## src/rtl/tetris_pkg.sv

```systemverilog
// Shared types for the Tetris key decoder: action indices, PS/2 Set-2 scan codes,
// prefix FSM states and the scan-code to key-source decode.
package tetris_pkg;

  // Action index equals the bit position in the held mask and the pulse vector.
  typedef enum logic [2:0] {
    ACT_LEFT  = 3'd6,
    ACT_RIGHT = 3'd5,
    ACT_SOFT  = 3'd4,
    ACT_HARD  = 3'd3,
    ACT_RCW   = 3'd2,
    ACT_RCCW  = 3'd1,
    ACT_HOLD  = 3'd0
  } action_e;

  localparam int N_ACT = 7;

  typedef enum logic [1:0] {
    PS_IDLE    = 2'd0,
    PS_EXT     = 2'd1,
    PS_BRK     = 2'd2,
    PS_EXT_BRK = 2'd3
  } prefix_state_e;

  localparam logic [7:0] SC_E0    = 8'hE0;
  localparam logic [7:0] SC_F0    = 8'hF0;
  localparam logic [7:0] SC_LEFT  = 8'h6B;
  localparam logic [7:0] SC_RIGHT = 8'h74;
  localparam logic [7:0] SC_DOWN  = 8'h72;
  localparam logic [7:0] SC_UP    = 8'h75;
  localparam logic [7:0] SC_SPACE = 8'h29;
  localparam logic [7:0] SC_X     = 8'h22;
  localparam logic [7:0] SC_Z     = 8'h1A;
  localparam logic [7:0] SC_C     = 8'h21;

  // Physical key sources; rotate_cw has two (Up and X), each tracked separately.
  localparam int SRC_LEFT   = 7;
  localparam int SRC_RIGHT  = 6;
  localparam int SRC_SOFT   = 5;
  localparam int SRC_HARD   = 4;
  localparam int SRC_RCW_UP = 3;
  localparam int SRC_RCW_X  = 2;
  localparam int SRC_RCCW   = 1;
  localparam int SRC_HOLD   = 0;
  localparam int N_SRC      = 8;

  function automatic logic [N_SRC-1:0] decode_key(input logic ext, input logic [7:0] code);
    logic [N_SRC-1:0] src;
    src = '0;
    if (ext) begin
      case (code)
        SC_LEFT:  src[SRC_LEFT]   = 1'b1;
        SC_RIGHT: src[SRC_RIGHT]  = 1'b1;
        SC_DOWN:  src[SRC_SOFT]   = 1'b1;
        SC_UP:    src[SRC_RCW_UP] = 1'b1;
        default:  src = '0;
      endcase
    end else begin
      case (code)
        SC_SPACE: src[SRC_HARD]  = 1'b1;
        SC_X:     src[SRC_RCW_X] = 1'b1;
        SC_Z:     src[SRC_RCCW]  = 1'b1;
        SC_C:     src[SRC_HOLD]  = 1'b1;
        default:  src = '0;
      endcase
    end
    return src;
  endfunction

  function automatic int max3(input int a, input int b, input int c);
    int m;
    m = (a > b) ? a : b;
    return (m > c) ? m : c;
  endfunction

endpackage

```

## src/rtl/key_repeat_timer.sv

```systemverilog
// Auto-repeat timer: after start, strobes once INIT_DLY cycles later and then
// every PERIOD cycles while hold stays high; the count rests at 0 when not held.
module key_repeat_timer #(
  parameter int INIT_DLY = 8_500_000,
  parameter int PERIOD   = 2_500_000,
  parameter int CNT_W    = 24
) (
  input  logic clk,
  input  logic rst_n,
  input  logic start,
  input  logic hold,
  output logic rpt
);

  localparam logic [CNT_W-1:0] INIT_C   = CNT_W'(INIT_DLY);
  localparam logic [CNT_W-1:0] PERIOD_C = CNT_W'(PERIOD);
  localparam logic [CNT_W-1:0] ONE_C    = CNT_W'(1);

  logic [CNT_W-1:0] cnt_q, cnt_d;
  logic             phase_q, phase_d;
  logic [CNT_W-1:0] target;

  assign target = phase_q ? PERIOD_C : INIT_C;

  // The count reads k in the k-th cycle after start, so a strobe here lands on the
  // registered pulse output exactly INIT_DLY (then PERIOD) cycles after the first pulse.
  always_comb begin
    rpt     = 1'b0;
    cnt_d   = cnt_q;
    phase_d = phase_q;
    if (start) begin
      cnt_d   = ONE_C;
      phase_d = 1'b0;
    end else if (!hold) begin
      cnt_d   = '0;
      phase_d = 1'b0;
    end else if (cnt_q == target) begin
      rpt     = 1'b1;
      cnt_d   = ONE_C;
      phase_d = 1'b1;
    end else begin
      cnt_d = cnt_q + ONE_C;
    end
  end

  always_ff @(posedge clk or negedge rst_n) begin
    if (!rst_n) begin
      cnt_q   <= '0;
      phase_q <= 1'b0;
    end else begin
      cnt_q   <= cnt_d;
      phase_q <= phase_d;
    end
  end

endmodule

```

## src/rtl/tetris_key_decoder.sv

```systemverilog
// PS/2 Set-2 scan codes to one-cycle Tetris action pulses with held tracking.
// Auto-repeat (DAS/ARR for left/right, SDR for soft_drop) is built only with TKD_AUTOREPEAT_EN.
module tetris_key_decoder
  import tetris_pkg::*;
#(
  parameter int DAS_CYCLES = 8_500_000,
  parameter int ARR_CYCLES = 2_500_000,
  parameter int SDR_CYCLES = 1_500_000
)
(
  input  logic          CLOCK_50,
  input  logic          reset_n,
  // code_valid / code_err are single-cycle strobes with no backpressure: every byte
  // offered is consumed in that cycle, and code_err wins over a coincident code_valid.
  input  logic          code_valid,
  input  logic [7:0]    code_byte,
  input  logic          code_err,
  output logic          left,
  output logic          right,
  output logic          soft_drop,
  output logic          hard_drop,
  output logic          rotate_cw,
  output logic          rotate_ccw,
  output logic          hold_piece,
  output logic [6:0]    held,
  output prefix_state_e dbg_state
);

  localparam logic [N_SRC-1:0] RCW_MASK = (N_SRC'(1) << SRC_RCW_UP) | (N_SRC'(1) << SRC_RCW_X);

  prefix_state_e    state_q, state_d;
  logic             is_make, is_break, is_ext;
  logic [N_SRC-1:0] src_mask, make_src, brk_src, new_src;
  logic [N_SRC-1:0] src_held_q, src_held_d;
  logic             dir_q, dir_d;
  logic             swap_to_r, swap_to_l;
  logic [N_ACT-1:0] pulse_q, pulse_d;
  logic [N_ACT-1:0] held_q, held_d;
  logic             lr_rep, sd_rep;

  always_ff @(posedge CLOCK_50 or negedge reset_n) begin
    if (!reset_n) state_q <= PS_IDLE;
    else          state_q <= state_d;
  end

  always_comb begin
    state_d = state_q;
    if (code_err) begin
      state_d = PS_IDLE;
    end else if (code_valid) begin
      case (state_q)
        PS_IDLE: begin
          if (code_byte == SC_E0)      state_d = PS_EXT;
          else if (code_byte == SC_F0) state_d = PS_BRK;
          else                         state_d = PS_IDLE;
        end
        PS_EXT:  state_d = (code_byte == SC_F0) ? PS_EXT_BRK : PS_IDLE;
        default: state_d = PS_IDLE;
      endcase
    end
  end

  always_comb begin
    is_make  = 1'b0;
    is_break = 1'b0;
    is_ext   = 1'b0;
    if (code_valid && !code_err) begin
      case (state_q)
        PS_IDLE:    is_make = (code_byte != SC_E0) && (code_byte != SC_F0);
        PS_EXT: begin
          is_make = (code_byte != SC_F0);
          is_ext  = 1'b1;
        end
        PS_BRK:     is_break = 1'b1;
        PS_EXT_BRK: begin
          is_break = 1'b1;
          is_ext   = 1'b1;
        end
        default: ;
      endcase
    end
  end

  assign src_mask   = decode_key(is_ext, code_byte);
  assign make_src   = is_make  ? src_mask : '0;
  assign brk_src    = is_break ? src_mask : '0;
  assign new_src    = make_src & ~src_held_q;
  assign src_held_d = (src_held_q | make_src) & ~brk_src;

  // Releasing the active direction hands control to the other one if it is still down.
  assign swap_to_r = brk_src[SRC_LEFT]  & ~dir_q & src_held_q[SRC_RIGHT];
  assign swap_to_l = brk_src[SRC_RIGHT] &  dir_q & src_held_q[SRC_LEFT];

  always_comb begin
    dir_d = dir_q;
    if (new_src[SRC_LEFT])       dir_d = 1'b0;
    else if (new_src[SRC_RIGHT]) dir_d = 1'b1;
    else if (swap_to_r)          dir_d = 1'b1;
    else if (swap_to_l)          dir_d = 1'b0;
  end

  always_comb begin
    held_d = {src_held_d[SRC_LEFT], src_held_d[SRC_RIGHT], src_held_d[SRC_SOFT],
              src_held_d[SRC_HARD], |(src_held_d & RCW_MASK), src_held_d[SRC_RCCW],
              src_held_d[SRC_HOLD]};
  end

  always_comb begin
    pulse_d            = '0;
    pulse_d[ACT_LEFT]  = new_src[SRC_LEFT]  | (lr_rep & ~dir_q);
    pulse_d[ACT_RIGHT] = new_src[SRC_RIGHT] | (lr_rep &  dir_q);
    pulse_d[ACT_SOFT]  = new_src[SRC_SOFT]  | sd_rep;
    pulse_d[ACT_HARD]  = new_src[SRC_HARD];
    pulse_d[ACT_RCW]   = (|(new_src & RCW_MASK)) & ~(|(src_held_q & RCW_MASK));
    pulse_d[ACT_RCCW]  = new_src[SRC_RCCW];
    pulse_d[ACT_HOLD]  = new_src[SRC_HOLD];
  end

`ifdef TKD_AUTOREPEAT_EN
  localparam int CNT_W = $clog2(max3(DAS_CYCLES, ARR_CYCLES, SDR_CYCLES)) + 1;

  logic lr_start, lr_hold;

  // A reactivated direction restarts DAS without an immediate pulse.
  assign lr_start = new_src[SRC_LEFT] | new_src[SRC_RIGHT] | swap_to_r | swap_to_l;
  assign lr_hold  = dir_d ? src_held_d[SRC_RIGHT] : src_held_d[SRC_LEFT];

  key_repeat_timer #(
    .INIT_DLY (DAS_CYCLES),
    .PERIOD   (ARR_CYCLES),
    .CNT_W    (CNT_W)
  ) u_lr_timer (
    .clk   (CLOCK_50),
    .rst_n (reset_n),
    .start (lr_start),
    .hold  (lr_hold),
    .rpt   (lr_rep)
  );

  key_repeat_timer #(
    .INIT_DLY (SDR_CYCLES),
    .PERIOD   (SDR_CYCLES),
    .CNT_W    (CNT_W)
  ) u_sd_timer (
    .clk   (CLOCK_50),
    .rst_n (reset_n),
    .start (new_src[SRC_SOFT]),
    .hold  (src_held_d[SRC_SOFT]),
    .rpt   (sd_rep)
  );
`else
  assign lr_rep = 1'b0;
  assign sd_rep = 1'b0;
`endif

  always_ff @(posedge CLOCK_50 or negedge reset_n) begin
    if (!reset_n) begin
      src_held_q <= '0;
      dir_q      <= 1'b0;
      pulse_q    <= '0;
      held_q     <= '0;
    end else begin
      src_held_q <= src_held_d;
      dir_q      <= dir_d;
      pulse_q    <= pulse_d;
      held_q     <= held_d;
    end
  end

  assign left       = pulse_q[ACT_LEFT];
  assign right      = pulse_q[ACT_RIGHT];
  assign soft_drop  = pulse_q[ACT_SOFT];
  assign hard_drop  = pulse_q[ACT_HARD];
  assign rotate_cw  = pulse_q[ACT_RCW];
  assign rotate_ccw = pulse_q[ACT_RCCW];
  assign hold_piece = pulse_q[ACT_HOLD];
  assign held       = held_q;
  assign dbg_state  = state_q;

endmodule

```

## config.mk

```make
export PLATFORM = sky130hd
export DESIGN_NAME = tetris_key_decoder
export DESIGN_NICKNAME = d
export VERILOG_FILES = /design/src/rtl/tetris_pkg.sv /design/src/rtl/key_repeat_timer.sv /design/src/rtl/tetris_key_decoder.sv
export SDC_FILE = /design/constraint.sdc
export NUM_CORES = 1
export LEC_CHECK = 0
export CAP_MARGIN = 20
export CORE_UTILIZATION = 45
export CTS_BUF_LIST = sky130_fd_sc_hd__clkbuf_4 sky130_fd_sc_hd__clkbuf_8
export DETAILED_ROUTE_END_ITERATION = 16
export DONT_BUFFER_PORTS = 1
export PLACE_DENSITY = 0.62
export SKIP_LAST_GASP = 1
export SLEW_MARGIN = 10
export SYNTH_ARGS = -nofsm -noshare
export SYNTH_HDL_FRONTEND = slang
export SYNTH_SLANG_ARGS = --single-unit
```

## constraint.sdc

```tcl
create_clock -name CLOCK_50 -period 1.66 [get_ports CLOCK_50]
set_input_delay 0.166 -clock CLOCK_50 [delete_from_list [all_inputs] [get_ports CLOCK_50]]
set_output_delay 0.166 -clock CLOCK_50 [all_outputs]
set_load 0.05 [all_outputs]
```

== After elaboration in Yosys (flattened, before gate mapping) ==
Index checks and enable logic that the tools add are counted.
W data, S select, Z words.

* Register bits after elaboration: 24
* Bits in latches: 0
* Memory bits (writable): 0
* ROM bits: 0
* Bits of input ports: 12
* Memories kept: 0

* Add/subtract/negate cells: 0
* $mul: 0
* Divide/modulo/power cells: 0
* Order comparisons: 0
* Equal/unequal tests: 15
* Shifts and indexed selects: 0
* Muxes and demuxes: 23
* Bitwise operators: 7
* Reductions and logical operators: 10

{| class="wikitable"
|+ Operators by type and width
! operator !! count
|-
| $eq A8 B7 Y1 const B || 4
|-
| $eq A8 B6 Y1 const B || 3
|-
| $mux W8 || 3
|-
| $and A8 B8 Y8 || 2
|-
| $eq A8 B8 Y1 const B || 2
|-
| $ne A8 B8 Y1 const B || 2
|-
| $not A8 Y8 || 2
|-
| $mux W1 || 13
|-
| $mux W2 || 5
|-
| $reduce_or A2 Y1 || 5
|-
| $eq A8 B5 Y1 const B || 1
|-
| $or A8 B8 Y8 || 1
|-
| $eq A2 B2 Y1 const B || 2
|-
| $pmux W2 S2 || 1
|-
| $eq A2 B1 Y1 const B || 1
|-
| $logic_and A1 B1 Y1 || 2
|-
| $logic_not A2 Y1 || 1
|-
| $pmux W1 S2 || 1
|-
| $reduce_bool A2 Y1 || 1
|-
| $and A1 B1 Y1 || 1
|-
| $logic_not A1 Y1 || 1
|-
| $not A1 Y1 || 1
|}

== Longest topological paths before layout ==
* Word-level depth: 9
* Depth in mapped cells: 5

== Worst setup path before layout ==
No wires, ideal clock.

* Path kind: register to register
* Start point: register state_q[1], in the netlist dbg_state[1]
* End point: register held_q[4], in the netlist held[4]
* Arrival: 1600 ps
* Required time: 1578 ps
* Slack: -22 ps
* Stages on the path, launching flop included: 6
* Buffers on the path: 1
* Clock period less this slack: 1682 ps
* Cell sequence: dfrtp_1 > or3b_1 > a31oi_2 > buf_6 > a31oi_1 > a31oi_1

* Word-level cells in the longest chain between the ends: 8

{| class="wikitable"
|+ Ends and longest elaborated chain
! element !! RTL line !! RTL
|-
| start: declaration || tetris_key_decoder.sv:31 || <nowiki>prefix_state_e state_q, state_d;</nowiki>
|-
| start signal: assignment || tetris_key_decoder.sv:43 || <nowiki>else state_q <= state_d;</nowiki>
|-
| $eq A2 B2 Y1 or $eq A2 B1 Y1 (tied branches) || tetris_key_decoder.sv:68 || <nowiki>case (state_q)</nowiki>
|-
| $reduce_or A2 Y1 (no source line) || - ||
|-
| $mux W1 || tetris_key_decoder.sv:68 ||
|-
| $mux W1 || tetris_key_decoder.sv:67 || <nowiki>if (code_valid && !code_err) begin</nowiki>
|-
| $mux W8 || tetris_pkg.sv:50 || <nowiki>if (ext) begin</nowiki>
|-
| $mux W8 (on tied branches) || tetris_key_decoder.sv:85, tetris_key_decoder.sv:86 ||
|-
| $or A8 B8 Y8 or $not A8 Y8 (tied branches) || tetris_key_decoder.sv:88 || <nowiki>assign src_held_d = (src_held_q | make_src) & ~brk_src;</nowiki>
|-
| $and A8 B8 Y8 * || tetris_key_decoder.sv:88 ||
|-
| via held_d[4] || tetris_key_decoder.sv:38 || <nowiki>logic [N_ACT-1:0] held_q, held_d;</nowiki>
|-
| end signal: assignment || tetris_key_decoder.sv:166 || <nowiki>held_q <= held_d;</nowiki>
|-
| end: declaration || tetris_key_decoder.sv:38 ||
|}

Mark *: on every way through the listed nets, which the timed path passes. The rest lies on a longest branch.
A chain may end at the register's enable or synchronous reset.

== Worst setup path after layout ==
* Start point: register state_q[1], in the netlist dbg_state[1]
* End point: register held_q[2], in the netlist held[2]

* Word-level cells in the longest chain between the ends: 9

{| class="wikitable"
|+ Ends and longest elaborated chain
! element !! RTL line !! RTL
|-
| $eq A2 B2 Y1 or $eq A2 B1 Y1 (tied branches) || tetris_key_decoder.sv:68 ||
|-
| $reduce_or A2 Y1 (no source line) || - ||
|-
| $mux W1 || tetris_key_decoder.sv:68 ||
|-
| $mux W1 || tetris_key_decoder.sv:67 ||
|-
| $mux W8 || tetris_pkg.sv:50 ||
|-
| $mux W8 (on tied branches) || tetris_key_decoder.sv:85, tetris_key_decoder.sv:86 ||
|-
| $or A8 B8 Y8 or $not A8 Y8 (tied branches) || tetris_key_decoder.sv:88 ||
|-
| $and A8 B8 Y8 * || tetris_key_decoder.sv:88 ||
|-
| $reduce_or A2 Y1 * || tetris_key_decoder.sv:104 || <nowiki>src_held_d[SRC_HARD], |(src_held_d & RCW_MASK), src_held_d[SRC_RCCW],</nowiki>
|-
| via held_d[2] || tetris_key_decoder.sv:38 ||
|}

Marked as above.

==> flow_summary.json <==
{
  "area_growth_pct": 8.22,
  "worstPathArrival_ns": 1.74,
  "drt_iter0_drc": 15,
  "hold_violations": 0,
  "max_stage_delay_ns": 0.41,
  "grt_pass1_vias": 763,
  "clock_latency_ns": 0.29,
  "initial_core_util": 0.489,
  "coreArea_um2": 2020,
  "power_frac_comb": 0.075,
  "timing.hold.ws_ns": 0.0199,
  "path_cells": "or3b_1 > a31oi_2 > buf_4 > o21ai_1 > a32oi_1",
  "place.detailed.hpwl_mm": 1.45,
  "vias_per_cell": 5.98,
  "min_period_over_period": 0.922,
  "synth_nets": 106,
  "diodes": 0,
  "grt_overflow": 0,
  "p_clk_frac": 0.340,
  "htree_levels": 1,
  "ys_types": 34,
  "hold_class": "in -> reg",
  "hp-start": "code_byte[0]",
  "fmax_mhz": 653,
  "cts_root_buffer": "clkbuf_4",
  "clk_path_buf_depth": 2,
  "drive_gt1_frac": 0.184,
  "startpoint_type": "register",
  "skew_ns": 0.00140,
  "synth_top_area_cell": "dfrtp_1",
  "ys_async_sr_fraction": 1.00,
  "core.rowCount": 16,
  "wire_per_inst_um": 15.7,
  "swShare": 0.239,
  "syn_area_um2": 990,
  "firstDrtPassIters": 4,
  "synth_seq_area_share": 0.455,
  "path_delay_family": "compound AO/OA/AOI/OAI gates",
  "cts_setup_buffers": 0,
  "nets": 111,
  "synth_warnings": 0,
  "leakagePower_nw": 0.448,
  "p_int_uw": 606,
  "ys_ff_latch": 18,
  "slew_viol_final": 0,
  "cp.required_ns": 1.87,
  "cts-resized-gates": 0,
  "maxSlewHeadroom": 0.474,
  "fill_cells": 181,
  "seq_power_share": 0.586,
  "hold_buffers": 4,
  "synth_edf_count": 0,
  "crit_start": "dbg_state[1]",
  "clk_pin_slew_ns": 0.10,
  "cp-end-kind": "register",
  "routed_wl_mm": 1.97,
  "grt_pass1_wl_mm": 3.38,
  "synth_top_area_share": 0.455,
  "setup_tns_ns": 0,
  "ir_drop_uv": 427,
  "die_h_um": 48.9,
  "worst_pin_slew_ns": 0.786,
  "die_w_um": 48.9,
  "power_density_nw_per_um2": 743,
  "globalplace.congestion": 0.743,
  "cts.sinks": 18,
  "yosysMostFrequentCell": "dfrtp_1",
  "synth_area_leaders": "dfrtp_1 46%, a21oi_1 4.6%, buf_4 4.6%",
  "dieArea_um2": 2390,
  "crit_fanout": 9,
  "tritoncts": "done",
  "pin_count": 28,
  "antenna_found_initial": 0,
  "synth_area_per_cell_um2": 10.5,
  "reg2reg_from": "dbg_state[1]",
  "setup_viol": 0,
  "slowest_stage": "dfrtp_2",
  "rsz0062_at_grt": "no",
  "ant_nets": 0,
  "numCtsBuffers": 3,
  "synth.top_cells.by_count": "18 x dfrtp_1, 9 x a21oi_1, 8 x nor2_1",
  "fin_crit_ns": 1.53,
  "drv_cap": 0,
  "grt_usage": 0.182,
  "critPathKind": "reg -> reg",
  "grt_max_degree": 19,
  "drc_errors": 0,
  "p_switching_uw": 190,
  "io_buffers": 0,
  "syn_inst": 94,
  "critPathBufInv": 1,
  "ys.flop_type": "dfrtp_1",
  "status": "complete, no violations",
  "num_vias": 747
}
==> path summary, 6_finish.rpt <==
check                                to  slack (ns)  cells past startpoint
min reg2reg                  pulse_q[2]        0.47                      1
min in group asynchronous    pulse_q[3]        0.39                      1
min                          pulse_q[5]        0.02                      3
max in group asynchronous  dbg_state[1]        0.73                      1
max                             held[2]        0.13                      5
max reg2reg                     held[2]        0.13                      5
==> layout make-up <==
cell class	count	area [um^2]	area share
clock buffer	4	36.3	0.0339
tap	27	33.8	0.0315
sequential	18	452	0.422
multi-input combinational	64	464	0.433
inverter	4	15.0	0.0140
timing repair buffer	8	70.1	0.0654
==> sequential cells by signal, summed over array words and instances, names as in the netlist <==
| signal | count |
|---|---|
| dbg_state | 2 |
| src_held_q | 2 |
| held | 7 |
| pulse_q | 7 |
==> metal layers <==
layer | GRT usage | up-vias | routed length, um
met5 | 0 | - | 0
met4 | 0.0490 | 0 | 0
met3 | 0.0685 | 0 | 157
met2 | 0.296 | 32 | 921
met1 | 0.226 | 357 | 887
li1 | - | 358 | -
==> power groups by stage <==
stage | logic, mW | clock network (mW) | registers [mW]
CTS | 0.0602 | 0.276 | 0.466
detailed placement | 0.0434 | 0 | 0.475
floorplan | 0.0548 | 0 | 0.461
global route | 0.0670 | 0.303 | 0.467
finish | 0.0595 | 0.270 | 0.466
global placement | 0.0421 | 0 | 0.475
==> stage by stage <==
| stage | setup slack [ns] | instance area (um^2) | util | cells | total power, mW |
|---|---|---|---|---|---|
| 2_1_floorplan | 0.0235 | 991 | - | 94 | 0.516 |
| 3_3_place_gp | 0.220 | 995 | 0.492 | 117 | 0.517 |
| 3_5_place_dp | 0.168 | 995 | 0.492 | 117 | 0.518 |
| 4_1_cts | 0.146 | 1070 | 0.530 | 125 | 0.802 |
| 5_1_grt | 0.0522 | 1070 | 0.530 | 125 | 0.837 |
| 6_report | 0.129 | 1070 | 0.530 | 125 | 0.796 |
==> worst register-to-register path, cell delays in order (launching register included) <==
cell and delay [ns]:
dfrtp_2 0.41, or3b_1 0.36, a31oi_2 0.17, buf_4 0.19
o21ai_1 0.09, a32oi_1 0.23
==> cells in the final DEF, fill, tap and decap left out, types with 2 or more instances in the layout <==
| cell | netlist | routed |
|---|---|---|
| a21oi_1 | 9 | 9 |
| a31oi_1 | 6 | 6 |
| a41oi_1 | 2 | 2 |
| and3b_1 | 2 | 2 |
| and4b_1 | 2 | 2 |
| buf_4 | 6 | 4 |
| clkbuf_4 | 0 | 3 |
| dfrtp_1 | 18 | 17 |
| dlygate4sd3_1 | 0 | 4 |
| inv_1 | 4 | 4 |
| nand2_1 | 4 | 4 |
| nand2b_1 | 3 | 3 |
| nand3b_1 | 2 | 2 |
| nor2_1 | 8 | 8 |
| nor2b_1 | 2 | 2 |
| nor3_1 | 2 | 2 |
| nor4_2 | 2 | 2 |
| nor4b_2 | 2 | 2 |
| or3b_1 | 3 | 3 |
==> cell families after synthesis <==
kind of cell / after synthesis / share of synthesized area
simple gates: 41 / 0.314
compound gates: 23 / 0.156
flops: 18 / 0.455
buf+inv: 12 / 0.0758
Note: power is estimated with default switching activity, not from simulation.
